[src/rtl/mem_lsu_pkg.sv]
// rtl/mem_lsu_pkg.sv - shared op codes, FSM encodings and op decode helpers for mem_lsu
package mem_lsu_pkg;

  localparam int LSU_OP_W = 4;
  typedef logic [LSU_OP_W-1:0] lsu_op_bus_t;

  localparam lsu_op_bus_t OP_NOP = 4'd0;
  localparam lsu_op_bus_t OP_LB  = 4'd1;
  localparam lsu_op_bus_t OP_LBU = 4'd2;
  localparam lsu_op_bus_t OP_LH  = 4'd3;
  localparam lsu_op_bus_t OP_LHU = 4'd4;
  localparam lsu_op_bus_t OP_LW  = 4'd5;
  localparam lsu_op_bus_t OP_SB  = 4'd6;
  localparam lsu_op_bus_t OP_SH  = 4'd7;
  localparam lsu_op_bus_t OP_SW  = 4'd8;

  localparam logic [1:0] ST_IDLE   = 2'b00;
  localparam logic [1:0] ST_ACCESS = 2'b01;
  localparam logic [1:0] ST_RESP   = 2'b10;

  typedef enum logic [1:0] {SZ_BYTE, SZ_HALF, SZ_WORD} lsu_size_e;

  function automatic logic op_is_load(input lsu_op_bus_t op);
    return (op == OP_LB) || (op == OP_LBU) || (op == OP_LH) ||
           (op == OP_LHU) || (op == OP_LW);
  endfunction

  function automatic logic op_is_store(input lsu_op_bus_t op);
    return (op == OP_SB) || (op == OP_SH) || (op == OP_SW);
  endfunction

  // Non-memory codes report SZ_BYTE; callers gate on op_is_load/op_is_store.
  function automatic lsu_size_e op_size(input lsu_op_bus_t op);
    case (op)
      OP_LH, OP_LHU, OP_SH: return SZ_HALF;
      OP_LW, OP_SW:         return SZ_WORD;
      default:              return SZ_BYTE;
    endcase
  endfunction

endpackage

[src/rtl/lsu_align.sv]
// rtl/lsu_align.sv - big-endian lane select, store replication and load extension
module lsu_align
  import mem_lsu_pkg::*;
(
  input  lsu_op_bus_t op,
  input  logic [1:0]  addr_lo,
  input  logic [31:0] wdata,
  input  logic [31:0] rdata,
  output logic [3:0]  sel,
  output logic [31:0] wdata_rep,
  output logic [31:0] rdata_ext
);

  logic [7:0]  lane_b;
  logic [15:0] lane_h;
  logic        sgn;

  always_comb begin
    sel       = 4'b0000;
    wdata_rep = 32'h0;
    rdata_ext = 32'h0;
    // Address 0 is the most significant byte.
    case (addr_lo)
      2'd0:    lane_b = rdata[31:24];
      2'd1:    lane_b = rdata[23:16];
      2'd2:    lane_b = rdata[15:8];
      default: lane_b = rdata[7:0];
    endcase
    lane_h = addr_lo[1] ? rdata[15:0] : rdata[31:16];
    sgn    = (op == OP_LB) || (op == OP_LH);
    case (op_size(op))
      SZ_HALF: begin
        sel       = addr_lo[1] ? 4'b0011 : 4'b1100;
        wdata_rep = {2{wdata[15:0]}};
        rdata_ext = {{16{sgn & lane_h[15]}}, lane_h};
      end
      SZ_WORD: begin
        sel       = 4'b1111;
        wdata_rep = wdata;
        rdata_ext = rdata;
      end
      default: begin
        sel       = 4'b1000 >> addr_lo;
        wdata_rep = {4{wdata[7:0]}};
        rdata_ext = {{24{sgn & lane_b[7]}}, lane_b};
      end
    endcase
  end

endmodule

[src/rtl/mem_lsu.sv]
// rtl/mem_lsu.sv - load/store FSM driving the data RAM; LSU_ADDR_CHECK_EN enables misalignment errors
module mem_lsu
  import mem_lsu_pkg::*;
#(
  parameter int ADDR_W = 32
) (
  input  logic              clk,
  input  logic              rst,
  input  logic              req_valid,
  output logic              req_ready,
  input  logic [3:0]        req_op,
  input  logic [ADDR_W-1:0] req_addr,
  input  logic [31:0]       req_wdata,
  output logic              resp_valid,
  output logic [31:0]       resp_data,
  output logic              resp_exc,
  output logic              stall_o,
  output logic              ram_ce,
  output logic              ram_we,
  output logic [ADDR_W-1:0] ram_addr,
  output logic [3:0]        ram_sel,
  output logic [31:0]       ram_wdata,
  input  logic [31:0]       ram_rdata
);

  logic [1:0]  state;
  lsu_op_bus_t op_q;
  logic [1:0]  addr_lo_q;
  lsu_op_bus_t a_op;
  logic [1:0]  a_addr_lo;
  logic [3:0]  a_sel;
  logic [31:0] a_wdata;
  logic [31:0] a_rdata;
  logic        addr_err;
  logic        go_access;

  assign req_ready  = (state == ST_IDLE);
  assign stall_o    = (state != ST_IDLE);
  assign resp_valid = (state == ST_RESP);

  // One aligner serves both phases: request fields in IDLE, latched fields in ACCESS.
  assign a_op      = (state == ST_IDLE) ? req_op : op_q;
  assign a_addr_lo = (state == ST_IDLE) ? req_addr[1:0] : addr_lo_q;

  lsu_align u_align (
    .op        (a_op),
    .addr_lo   (a_addr_lo),
    .wdata     (req_wdata),
    .rdata     (ram_rdata),
    .sel       (a_sel),
    .wdata_rep (a_wdata),
    .rdata_ext (a_rdata)
  );

`ifdef LSU_ADDR_CHECK_EN
  always_comb begin
    addr_err = 1'b0;
    if (op_is_load(req_op) || op_is_store(req_op)) begin
      case (op_size(req_op))
        SZ_HALF: addr_err = req_addr[0];
        SZ_WORD: addr_err = (req_addr[1:0] != 2'b00);
        default: addr_err = 1'b0;
      endcase
    end
  end
`else
  assign addr_err = 1'b0;
`endif

  assign go_access = (op_is_load(req_op) || op_is_store(req_op)) && !addr_err;

  always_ff @(posedge clk or negedge rst) begin
    if (!rst) begin
      state     <= ST_IDLE;
      op_q      <= OP_NOP;
      addr_lo_q <= 2'b00;
      resp_data <= 32'h0;
      resp_exc  <= 1'b0;
      ram_ce    <= 1'b0;
      ram_we    <= 1'b0;
      ram_addr  <= '0;
      ram_sel   <= 4'b0000;
      ram_wdata <= 32'h0;
    end else begin
      case (state)
        ST_IDLE: begin
          if (req_valid) begin
            op_q      <= req_op;
            addr_lo_q <= req_addr[1:0];
            if (go_access) begin
              state     <= ST_ACCESS;
              ram_ce    <= 1'b1;
              ram_we    <= op_is_store(req_op);
              ram_addr  <= {req_addr[ADDR_W-1:2], 2'b00};
              ram_sel   <= a_sel;
              ram_wdata <= op_is_store(req_op) ? a_wdata : 32'h0;
            end else begin
              state     <= ST_RESP;
              resp_data <= 32'h0;
              resp_exc  <= addr_err;
            end
          end
        end
        ST_ACCESS: begin
          state     <= ST_RESP;
          resp_data <= op_is_load(op_q) ? a_rdata : 32'h0;
          resp_exc  <= 1'b0;
          ram_ce    <= 1'b0;
          ram_we    <= 1'b0;
          ram_addr  <= '0;
          ram_sel   <= 4'b0000;
          ram_wdata <= 32'h0;
        end
        ST_RESP: state <= ST_IDLE;
        default: state <= ST_IDLE;
      endcase
    end
  end

endmodule

[config.mk]
export PLATFORM = sky130hd
export DESIGN_NAME = mem_lsu
export DESIGN_NICKNAME = d
export VERILOG_FILES = /design/src/rtl/mem_lsu_pkg.sv /design/src/rtl/lsu_align.sv /design/src/rtl/mem_lsu.sv
export SDC_FILE = /design/constraint.sdc
export NUM_CORES = 1
export LEC_CHECK = 0
export ABC_AREA = 1
export CORE_ASPECT_RATIO = 1.75
export CORE_UTILIZATION = 44
export DETAILED_ROUTE_END_ITERATION = 8
export PLACE_DENSITY = 0.81
export SETUP_SLACK_MARGIN = 0.1
export SYNTH_ARGS = -nofsm -noshare
export SYNTH_HDL_FRONTEND = slang
export SYNTH_SLANG_ARGS = --single-unit
[constraint.sdc]
create_clock -name clk -period 3.2 [get_ports clk]
set_clock_uncertainty 0.15 [all_clocks]
set_input_delay 0.96 -clock clk [delete_from_list [all_inputs] [get_ports clk]]
set_output_delay 0.96 -clock clk [all_outputs]
set_load 0.005 [all_outputs]
==> impl_metrics.tcl, run 1 <==
set metrics [dict create \
    grt_max_degree 77 \
    final_hold_viol_count 0 \
    end_kind "register" \
    drc 0 \
    final_net_count 973 \
    antenna_cells 0 \
    syn_to_final_growth_pct 54.33 \
    initial_core_util_pct 45.64 \
    hold_start "resp_data[7]" \
    r2r-start "state[0]" \
    synthTopCellsByArea "dfrtp_1 51%, nand2_1 16%, a21oi_1 5.0%" \
    dp.cells 987 \
    fin_cells 1008 \
    worstPathArrival_ps 3110 \
    synthTopCellsByCount "229 x nand2_1, 108 x dfrtp_1, 53 x a21oi_1, 37 x o21ai_0, 33 x inv_1" \
    numPortBuffers 205 \
    via_per_inst 5.498 \
    post-synth-top-count-cell "nand2_1" \
    die_y_um 147.8 \
    hold-worst-slack_ps 328.5 \
    gp_congestion 0.9245 \
    hold_path_class "reg2reg" \
    drtIter0Drc 262 \
    fp.dieArea_mm2 0.01261 \
    required_ps 3290 \
    clock_sinks 108 \
    period_needed_ps 3018 \
    drt_wl_total_mm 18.31 \
    dp_slack_ps -370.2 \
    grt_setup_unrepaired "true" \
    clkTransAtPathRegs_ps 70 \
    drive_gt1_share_pct 13.06 \
    gr-usage-all-layers_pct 28.71 \
    fin_crit_sh_pct 94.31 \
    clkLatencyLatePin_ps 340 \
    power_uw 5231 \
    synth_top_area_cell "dfrtp_1" \
    syn_avg_cell_area_um2 8.300 \
    syn_area_mm2 0.005345 \
    max-vdd-ir-drop_uv 332.4 \
    synthArstFlopShare_pct 100.0 \
    final-setup-viol-count 0 \
    cellLeakagePower_uw 0.003924 \
    numCtsBuffers 9 \
    pin_count 209 \
    wl_per_cell_um 18.16 \
    outcome "finished, final reports clean" \
    core_area_mm2 0.01171 \
    die_w_um 85.32 \
    synth.yosys.seq_area_share_pct 50.56 \
    drt_first_pass_iters 7 \
    synth_edf_count 0 \
    startpoint "req_op[1]" \
    hpwlAfterDp_mm 13.62 \
    ys_seq_elements 108 \
    powerDensity_mw_per_mm2 634.1 \
    maxSlewViolCount 0 \
    yosys.area.top_type_share_pct 50.56 \
    num_vias 5542 \
    synth_flop_cell "dfrtp_1" \
    synth_cell_types 34 \
    overflow 0 \
    syn_inst 644 \
    cts-root-buf "clkbuf_16" \
    final_antenna_net_count 0 \
    clockBufferDepth 2 \
    num_rows 52 \
    startpoint_type "input port" \
    max_freq_mhz 331.4 \
    grt_pass1_wl_mm 27.94 \
    htree_levels 3 \
    yosysWarnings 0 \
    tritoncts "yes" \
    crit_type "in2reg" \
    grt_pass1_vias 5561 \
    maxCapViolations 0 \
    slew_headroom_pct 66.66 \
    tightest_slew_ps 498.3 \
    antenna_found_initial 0 \
    worst-path-max-fanout 6 \
    worst_slack_ps 182.1 \
]
[critical path: stages]
cell,delay [ps]
clkdlybuf4s50_1,430
or2_2,320
a21oi_1,240
a31oi_4,160
ha_4,200
inv_2,70
nor2_4,50
buf_12,160
buf_4,130
a21oi_1,170
a21oi_1,90
nand2_1,80
nand2_1,40
[power by group]
part	switching (µW)	internal, µW
sequential	153	1620
combinational	1100	1130
clock	517	713
[final cells by class]
type                            instances  area [µm²]
Clock inverter                          6       92.59
Clock buffer                           10       239.0
Inverter                               36       135.1
Fill cell                             916        3462
Multi-Input combinational cell        460        2405
Sequential cell                       108        2703
Timing Repair Buffer                  253        2506
Tap cell                              135       168.9
[layer usage]
metal / up-vias / wire length [µm] / global-route usage, %
met5: - / 0 / 0
met4: 0 / 852 / 14.75
met3: 53 / 901 / 4.243
met2: 248 / 10010 / 53.99
met1: 2640 / 6544 / 30.47
li1: 2601 / - / -
[flip-flops by register name, indices dropped and copies added (netlist names)]
name and cells:
ram_sel 4, ram_addr 30, ram_wdata 32, ram_ce 1, op_q 4, ram_we 1
resp_data 32, state 2, addr_lo_q 2
[worst paths after layout]
check	slack [ps]	end	cells past startpoint
setup / recovery	180	resp_data[11]	13
hold / removal	330	resp_data[7]	2
setup reg to reg	360	ram_wdata[17]	14
hold reg to reg	330	resp_data[7]	2
max in group asynchronous	1730	resp_data[19]	2
min in group asynchronous	400	resp_data[1]	1
[kinds of logic (layout without fill, tap and decap cells)]
family                   Yosys count  count (layout)  share of synthesized area [%]
flip-flops                       108             108                          50.56
AO/OA/AOI/OAI                    168             168                          20.51
adder cells (fa/ha/maj)            2               2                         0.4681
other                              1               3                        0.07016
AND/OR/NAND/NOR                  286             287                          21.84
buffers and inverters             79             305                          6.554
[timing repair]
action,4_1_cts,5_1_grt
setup buffers,0,3
gates resized for setup,3,28
hold buffers,0,0
setup endpoints to repair,20,57
gates cloned,0,2
pin swaps,0,7
[cells in the final DEF, fill, tap and decap left out, drive strengths merged, types with 3 or more instances in the layout]
| cell type | Yosys | routed |
|---|---|---|
| a21oi | 64 | 64 |
| nand2 | 233 | 234 |
| o21ai | 43 | 43 |
| a221o | 5 | 5 |
| a22oi | 8 | 8 |
| clkdlybuf4s50 | 0 | 202 |
| buf | 17 | 48 |
| nor2 | 17 | 17 |
| nand3 | 27 | 27 |
| a22o | 29 | 29 |
| dfrtp | 108 | 108 |
| a221oi | 3 | 3 |
| inv | 36 | 38 |
| o211ai | 6 | 6 |
| nand4 | 7 | 7 |
| o22ai | 3 | 3 |
| clkbuf | 26 | 11 |
| conb | 1 | 3 |
| o31ai | 5 | 5 |
[per-stage QoR]
step | utilization [%] | area (µm²) | setup TNS, ps
floorplan | - | 5353 | 0
global placement | 66.25 | 7759 | -12640
detailed placement | 66.25 | 7759 | -14240
CTS | 69.20 | 8104 | 0
global route | 70.44 | 8249 | 0
finish | 70.44 | 8249 | 0
Power figures use the tool's default switching activity.
==> run 2: changes to the inputs <==
CTS_CLUSTER_SIZE = 12   (was not set)
==> results of run 2 <==
Final layout, timing and power as in run 1 (identical DEF).
